`config.mk`:
```
export PLATFORM = sky130hd
export DESIGN_NAME = hazard_unit
export DESIGN_NICKNAME = d
export VERILOG_FILES = /design/src/rtl/hazard_unit.sv
export SDC_FILE = /design/constraint.sdc
export NUM_CORES = 1
export LEC_CHECK = 0
export CAP_MARGIN = 25
export CORE_MARGIN = 2
export CORE_UTILIZATION = 25
export CTS_CLUSTER_DIAMETER = 40
export CTS_CLUSTER_SIZE = 10
export DETAILED_ROUTE_END_ITERATION = 7
export GPL_TIMING_DRIVEN = 1
export HOLD_SLACK_MARGIN = 0.02
export SLEW_MARGIN = 20
export SYNTH_ARGS = -nofsm -noshare
export SYNTH_HDL_FRONTEND = slang
export SYNTH_SLANG_ARGS = --single-unit
```
`constraint.sdc`:
```
create_clock -name clk -period 3.28 [get_ports clk]
set_clock_uncertainty 0.1 [all_clocks]
set_input_delay 0.328 -clock clk [delete_from_list [all_inputs] [get_ports clk]]
set_output_delay 0.328 -clock clk [all_outputs]
set_load 0.02 [all_outputs]
```
`src/rtl/hazard_unit.sv`:
```
// Pipeline hazard tracker: shadows the EXE/MEM/WB occupants and decides the ID stall,
// the ID/EX bubble, the IF/ID flush and, in forwarding builds, the EXE operand selects.
module hazard_unit #(
  parameter bit FORWARD_EN = 1'b0,
  parameter int REG_AW     = 5
) (
  input  logic              clk,
  input  logic              rst,
  input  logic              hold,
  input  logic              id_valid,
  input  logic [REG_AW-1:0] id_src1,
  input  logic [REG_AW-1:0] id_src2,
  input  logic              id_src2_used,
  input  logic [REG_AW-1:0] id_dest,
  input  logic              id_wb_en,
  input  logic              id_mem_r,
  input  logic              exe_br_taken,
  output logic              stall,
  output logic              bubble,
  output logic              flush_if_id,
  output logic [1:0]        fwd_a,
  output logic [1:0]        fwd_b
);

  // Producer view of a slot; MEM and WB only ever act as producers.
  typedef struct packed {
    logic              v;
    logic              wb;
    logic [REG_AW-1:0] dest;
  } prod_t;

  typedef struct packed {
    prod_t             p;
    logic              mem_r;
    logic [REG_AW-1:0] src1;
    logic [REG_AW-1:0] src2;
    logic              src2_used;
  } exe_slot_t;

  exe_slot_t exe_q, exe_d;
  prod_t     mem_q, mem_d;
  prod_t     wb_q, wb_d;

  logic       hit_exe, hit_mem, hit_wb;
  logic       raw_hazard;
  logic [1:0] sel_a, sel_b;

  // Register 0 is hardwired to zero, so it never creates a dependency.
  function automatic logic hits(input prod_t p, input logic [REG_AW-1:0] r);
    return p.v && p.wb && (p.dest == r) && (r != '0);
  endfunction

  // The youngest producer (MEM) wins over the older one (WB).
  function automatic logic [1:0] fwd_sel(input prod_t m, input prod_t w,
                                         input logic [REG_AW-1:0] r);
    if (hits(m, r))      return 2'd1;
    else if (hits(w, r)) return 2'd2;
    else                 return 2'd0;
  endfunction

  always_comb begin
    // NOTE: every always_comb output gets a default first so no path can infer a latch.
    hit_exe    = hits(exe_q.p, id_src1) || (id_src2_used && hits(exe_q.p, id_src2));
    hit_mem    = hits(mem_q, id_src1)   || (id_src2_used && hits(mem_q, id_src2));
    hit_wb     = hits(wb_q, id_src1)    || (id_src2_used && hits(wb_q, id_src2));
    raw_hazard = id_valid && !exe_br_taken &&
                 (FORWARD_EN ? (hit_exe && exe_q.mem_r) : (hit_exe || hit_mem || hit_wb));

    stall       = raw_hazard;
    bubble      = raw_hazard || exe_br_taken;
    flush_if_id = exe_br_taken;

    sel_a = fwd_sel(mem_q, wb_q, exe_q.src1);
    sel_b = exe_q.src2_used ? fwd_sel(mem_q, wb_q, exe_q.src2) : 2'd0;
    fwd_a = FORWARD_EN ? sel_a : 2'd0;
    fwd_b = FORWARD_EN ? sel_b : 2'd0;
  end

  always_comb begin
    exe_d = exe_q;
    mem_d = mem_q;
    wb_d  = wb_q;
    if (!hold) begin
      wb_d  = mem_q;
      mem_d = exe_q.p;
      if (bubble) begin
        exe_d = '0;
      end else begin
        exe_d.p.v       = id_valid;
        exe_d.p.wb      = id_wb_en;
        exe_d.p.dest    = id_dest;
        exe_d.mem_r     = id_mem_r;
        exe_d.src1      = id_src1;
        exe_d.src2      = id_src2;
        exe_d.src2_used = id_src2_used;
      end
    end
  end

  always_ff @(posedge clk) begin
    // NOTE: sequential state uses non-blocking assignments so all slots shift on the same edge.
    if (rst) begin
      exe_q <= '0;
      mem_q <= '0;
      wb_q  <= '0;
    end else begin
      exe_q <= exe_d;
      mem_q <= mem_d;
      wb_q  <= wb_d;
    end
  end

endmodule

```
Word level (Yosys, flattened, before mapping)
Index checks and enable logic that the tools add are counted.

Input port bits: 23. Bits in registers: 21. Word-level logic and storage cells: 45.

Reduce and logical (&&, ||, !) cells: 29. Eq/ne operators: 6. Mux-type cells: 1.

Operators by type and width (count): $eq A5 B5 Y1 (6); $logic_and A1 B1 Y1 (20); $mux W19 (1); $reduce_bool A5 Y1 (2); $logic_or A1 B1 Y1 (6); $logic_not A1 Y1 (1).

Depth between registers and ports, before layout
Gate-level depths: netlist of run 1.

Depth after elaboration: 10. Mapped depth: 6. Mapped depth without buffers: 6.

Least setup slack after synthesis of run 1
Ideal clock, no wire load.

Kind: input port to output port. From: input id_src1[1]. To: output bubble. Stages: 6. Arrival time: 1.618 ns. Path slack: 1.234 ns. Cells stage by stage: or4_4 -> nor2_2 -> or3_1 -> o21ai_1 -> o21a_2 -> or2_1.

Longest elaborated chain between the ends: 8. Elaborated cells on any way between the ends: 17.

Ends and longest elaborated chain: start: declaration (RTL line 11) `input logic [REG_AW-1:0] id_src1,`; $eq A5 B5 Y1 (RTL line 50) `return p.v && p.wb && (p.dest == r) && (r != '0);`; $logic_and A1 B1 Y1 (2 in series) (RTL line 50); $logic_or A1 B1 Y1 (on tied branches) (RTL line 63, 64); $logic_or A1 B1 Y1 (RTL line 67) `(FORWARD_EN ? (hit_exe && exe_q.mem_r) : (hit_exe || hit_mem || hit_wb));`; $logic_or A1 B1 Y1 * (RTL line 67); $logic_and A1 B1 Y1 * (RTL line 66) `raw_hazard = id_valid && !exe_br_taken &&`; $logic_or A1 B1 Y1 * (RTL line 70) `bubble = raw_hazard || exe_br_taken;`; end: declaration (RTL line 19) `output logic bubble,`.

Every way passes the cells marked *; elsewhere a longest branch is shown, timed or not.

Worst setup path in the final report of run 1
From: input id_src2[0]. To: output bubble.

Longest elaborated chain between the ends: 9. Elaborated cells on any way between the ends: 20.

Ends and longest elaborated chain: start: declaration (RTL line 12) `input logic [REG_AW-1:0] id_src2,`; $eq A5 B5 Y1 (RTL line 50); $logic_and A1 B1 Y1 (2 in series) (RTL line 50); $logic_and A1 B1 Y1 (on tied branches) (RTL line 63, 64); $logic_or A1 B1 Y1 (on tied branches) (RTL line 63, 64); $logic_or A1 B1 Y1 (RTL line 67); $logic_or A1 B1 Y1 * (RTL line 67); $logic_and A1 B1 Y1 * (RTL line 66); $logic_or A1 B1 Y1 * (RTL line 70).

Marks and branches as above.

==> results of run 1 <==
Yosys cell counts (all sizes together):
| cell type | instances |
|---|---|
| o22a | 1 |
| nor4 | 3 |
| or2b | 1 |
| or3 | 1 |
| or2 | 1 |
| nor2b | 1 |
| nand4 | 6 |
| nor3 | 1 |
| buf | 7 |
| nor2 | 17 |
| o21ai | 8 |
| a21oi | 1 |
| conb | 1 |
| xor2 | 12 |
| dfxtp | 21 |
| clkbuf | 2 |
| o21a | 1 |
| xnor2 | 18 |
| nand2 | 13 |
| or4 | 3 |
| a31oi | 1 |
| mux2i | 14 |
| nand3 | 3 |
power by group:
part	leakage [uW]	switching, uW	internal (uW)
Clock	0.0000255	87.4	84.7
Sequential	0.000170	7.89	261
Combinational	0.000394	41.8	51.9
Total	0.000590	137	397
logic make-up (layout without fill, tap and decap cells):
logic type | after synthesis | count (layout) | synth area share [%]
other | 1 | 4 | 0.3135
AOI/OAI and AO/OA | 12 | 12 | 5.753
xor gates and xnor gates | 30 | 30 | 21.97
DFF | 21 | 21 | 35.15
buffers and inverters | 9 | 34 | 4.707
and+or+nand+nor | 50 | 50 | 20.40
muxes | 14 | 14 | 11.72
metrics by stage:
stage | util (%) | total power [uW] | hold slack (ps) | cell area [sq um]
floorplan | - | 325.0 | 360.6 | 1207
global placement | 32.27 | 368.9 | 388.5 | 1504
detailed placement | 32.27 | 368.7 | 398.0 | 1504
CTS | 33.26 | 541.5 | 410.2 | 1550
global route | 33.26 | 562.3 | 434.8 | 1550
finish | 33.26 | 534.4 | 405.8 | 1550
final cells by class:
cell class	instances	share of cell area, %
Timing Repair Buffer	30	18.40
Clock buffer	3	2.663
Clock inverter	1	0.3228
Tap cell	54	4.358
Multi-Input combinational cell	110	47.13
Sequential cell	21	27.12
worst paths after layout:
kind	from	end	slack, ps	cells after the start
worst min-delay path	exe_q[17]	exe_q[17]	410	2
worst max register to register	mem_q[4]	exe_q[13]	1360	7
worst min register to register	exe_q[17]	exe_q[17]	410	2
worst max-delay path	id_src2[0]	bubble	160	8
state kept, by name (all words and copies together), names as in the netlist:
register / count
exe_q: 7
mem_q: 7
wb_q: 7
worst min-delay path, delay by kind of cell, from the launching register on:
| family | cells | cell delay (ps) |
|---|---|---|
| DFF | 1 | 340 |
| and+or+nand+nor | 1 | 60 |
| AOI/OAI and AO/OA | 1 | 60 |
cell usage in the layout, fill, tap and decap left out, types with 5 or more instances in the layout:
cell             Yosys  routed
clkdlybuf4s50_1      0      24
dfxtp_1             21      21
xnor2_1             18      18
nor2_1              16      16
mux2i_1             14      14
nand2_1             13      13
xor2_1              12      12
nand4_1              6       6
buf_4                6       6
o21ai_0              5       5
layer usage:
layer / wire length [microns] / part of all wire, % / track usage [%] / vias up
met5: 0 / 0 / 0 / -
met4: 27 / 1.0 / 3.086 / 0
met3: 131 / 4.9 / 3.591 / 2
met2: 1267 / 47 / 17.72 / 21
met1: 1248 / 47 / 13.83 / 442
li1: - / - / - / 511
==> flow_summary.ini, run 1 <==
[sta]
fin_setup_tns_ps = 0
hold_viol_final = 0
rsz0062_at_grt = false
setup-violations-final = 0
max_freq_mhz = 320.0
relSlewSlack_pct = 56.67
period_share_pct = 95.27
period_minus_slack_ps = 3125
tightest_slew_ps = 644.9
fin_ws_ps = 155.1
finalMaxSlewViolations = 0

[power_and_ir_drop]
p_leak_uw = 0.0005895
vdd_drop_max_uv = 191.1
powerDensity_nw_per_um2 = 344.7

[floorplanning]
start_util_pct = 25.66
die_y_microns = 73.17
fp.dieW_microns = 73.17
dieArea_sq_um = 5354
core_sq_um = 4661
fp-row-count = 25
num_io_pins = 30

[placed_design]
gp_congestion = 0.7711
pre_cts_ws_ps = 160.8
dp.cells = 215
hpwlAfterDp_microns = 2081
port_buffers = 24

[clock_tree]
cts_resized = 0
h-tree-depth = 1
clock_latency_ps = 260
path_clk_slew_ps = 80
clock_path_buffers = 2
tritoncts = yes
root_buffer = clkbuf_8
hold_buffers = 0
cts_num_sinks = 21
numCtsBuffers = 3
cts_setup_buffers = 0

[setup_path]
cp_max_fo = 4
critPathMaxStageDelay_ps = 590
arrival_ps = 2700
crit_path_frequent_cell = clkdlybuf4s50_1
path_delay_family = buffers and inverters
path_cells = clkdlybuf4s50_1 > xor2_1 > nor4_1 > nand4_1 > a31oi_1 > o21a_2 > or2_1 > clkdlybuf4s50_1
critPathRequiredTime_ps = 2850
crit_path_end_kind = primary output
startpoint_type = primary input
critPathKind = primary input to primary output
cp_slowest_cell = clkdlybuf4s50_1
cp.buffers_inverters = 2

[finish]
layout-drive-gt1-share_pct = 7.879
final_cells = 219
diodes = 0
syn_to_final_growth_pct = 29.60
nets = 189
nFillCells = 478
seqCellArea_sq_um = 420.4
multiInputGateArea_sq_um = 730.7

[synthesis]
ys_ff_latch = 21
synth_area_leaders = dfxtp_1, xnor2_1, mux2i_1
synthCells = 137
syn_area_sq_um = 1196
avgSynthCellArea_sq_um = 8.731
yosysTopAreaCell = dfxtp_1
yosysSeqAreaShare_pct = 35.15
synth_top_area_share_pct = 35.15
synth_cell_types = 27
ys_warn_count = 0

[global_routing]
grt_pass1_wl_microns = 4491
grtUsageTotal_pct = 10.93
grt_pass1_vias = 951
grt_max_degree = 18
grt-ovfl-total = 0
antenna_found_initial = 0

[drt]
wl_per_cell_microns = 12.21
drc = 0
ant_nets = 0
drt_first_pass_iters = 4
drt_iter0_drc = 37
routed_wirelength_microns = 2675
vias = 976
routed_via_density = 4.457

[outcome]
status = finished clean

[hold_path]
hp-class = flop to flop

[flow_run]
cap_viol_max_count = 0
(Power assumes the default switching activity.)
==> run 2: changes to the inputs <==
Settings changed: ABC_AREA from default to 0.
==> results of run 2 <==
The final DEF is identical to that of run 1; final timing and power are the same.
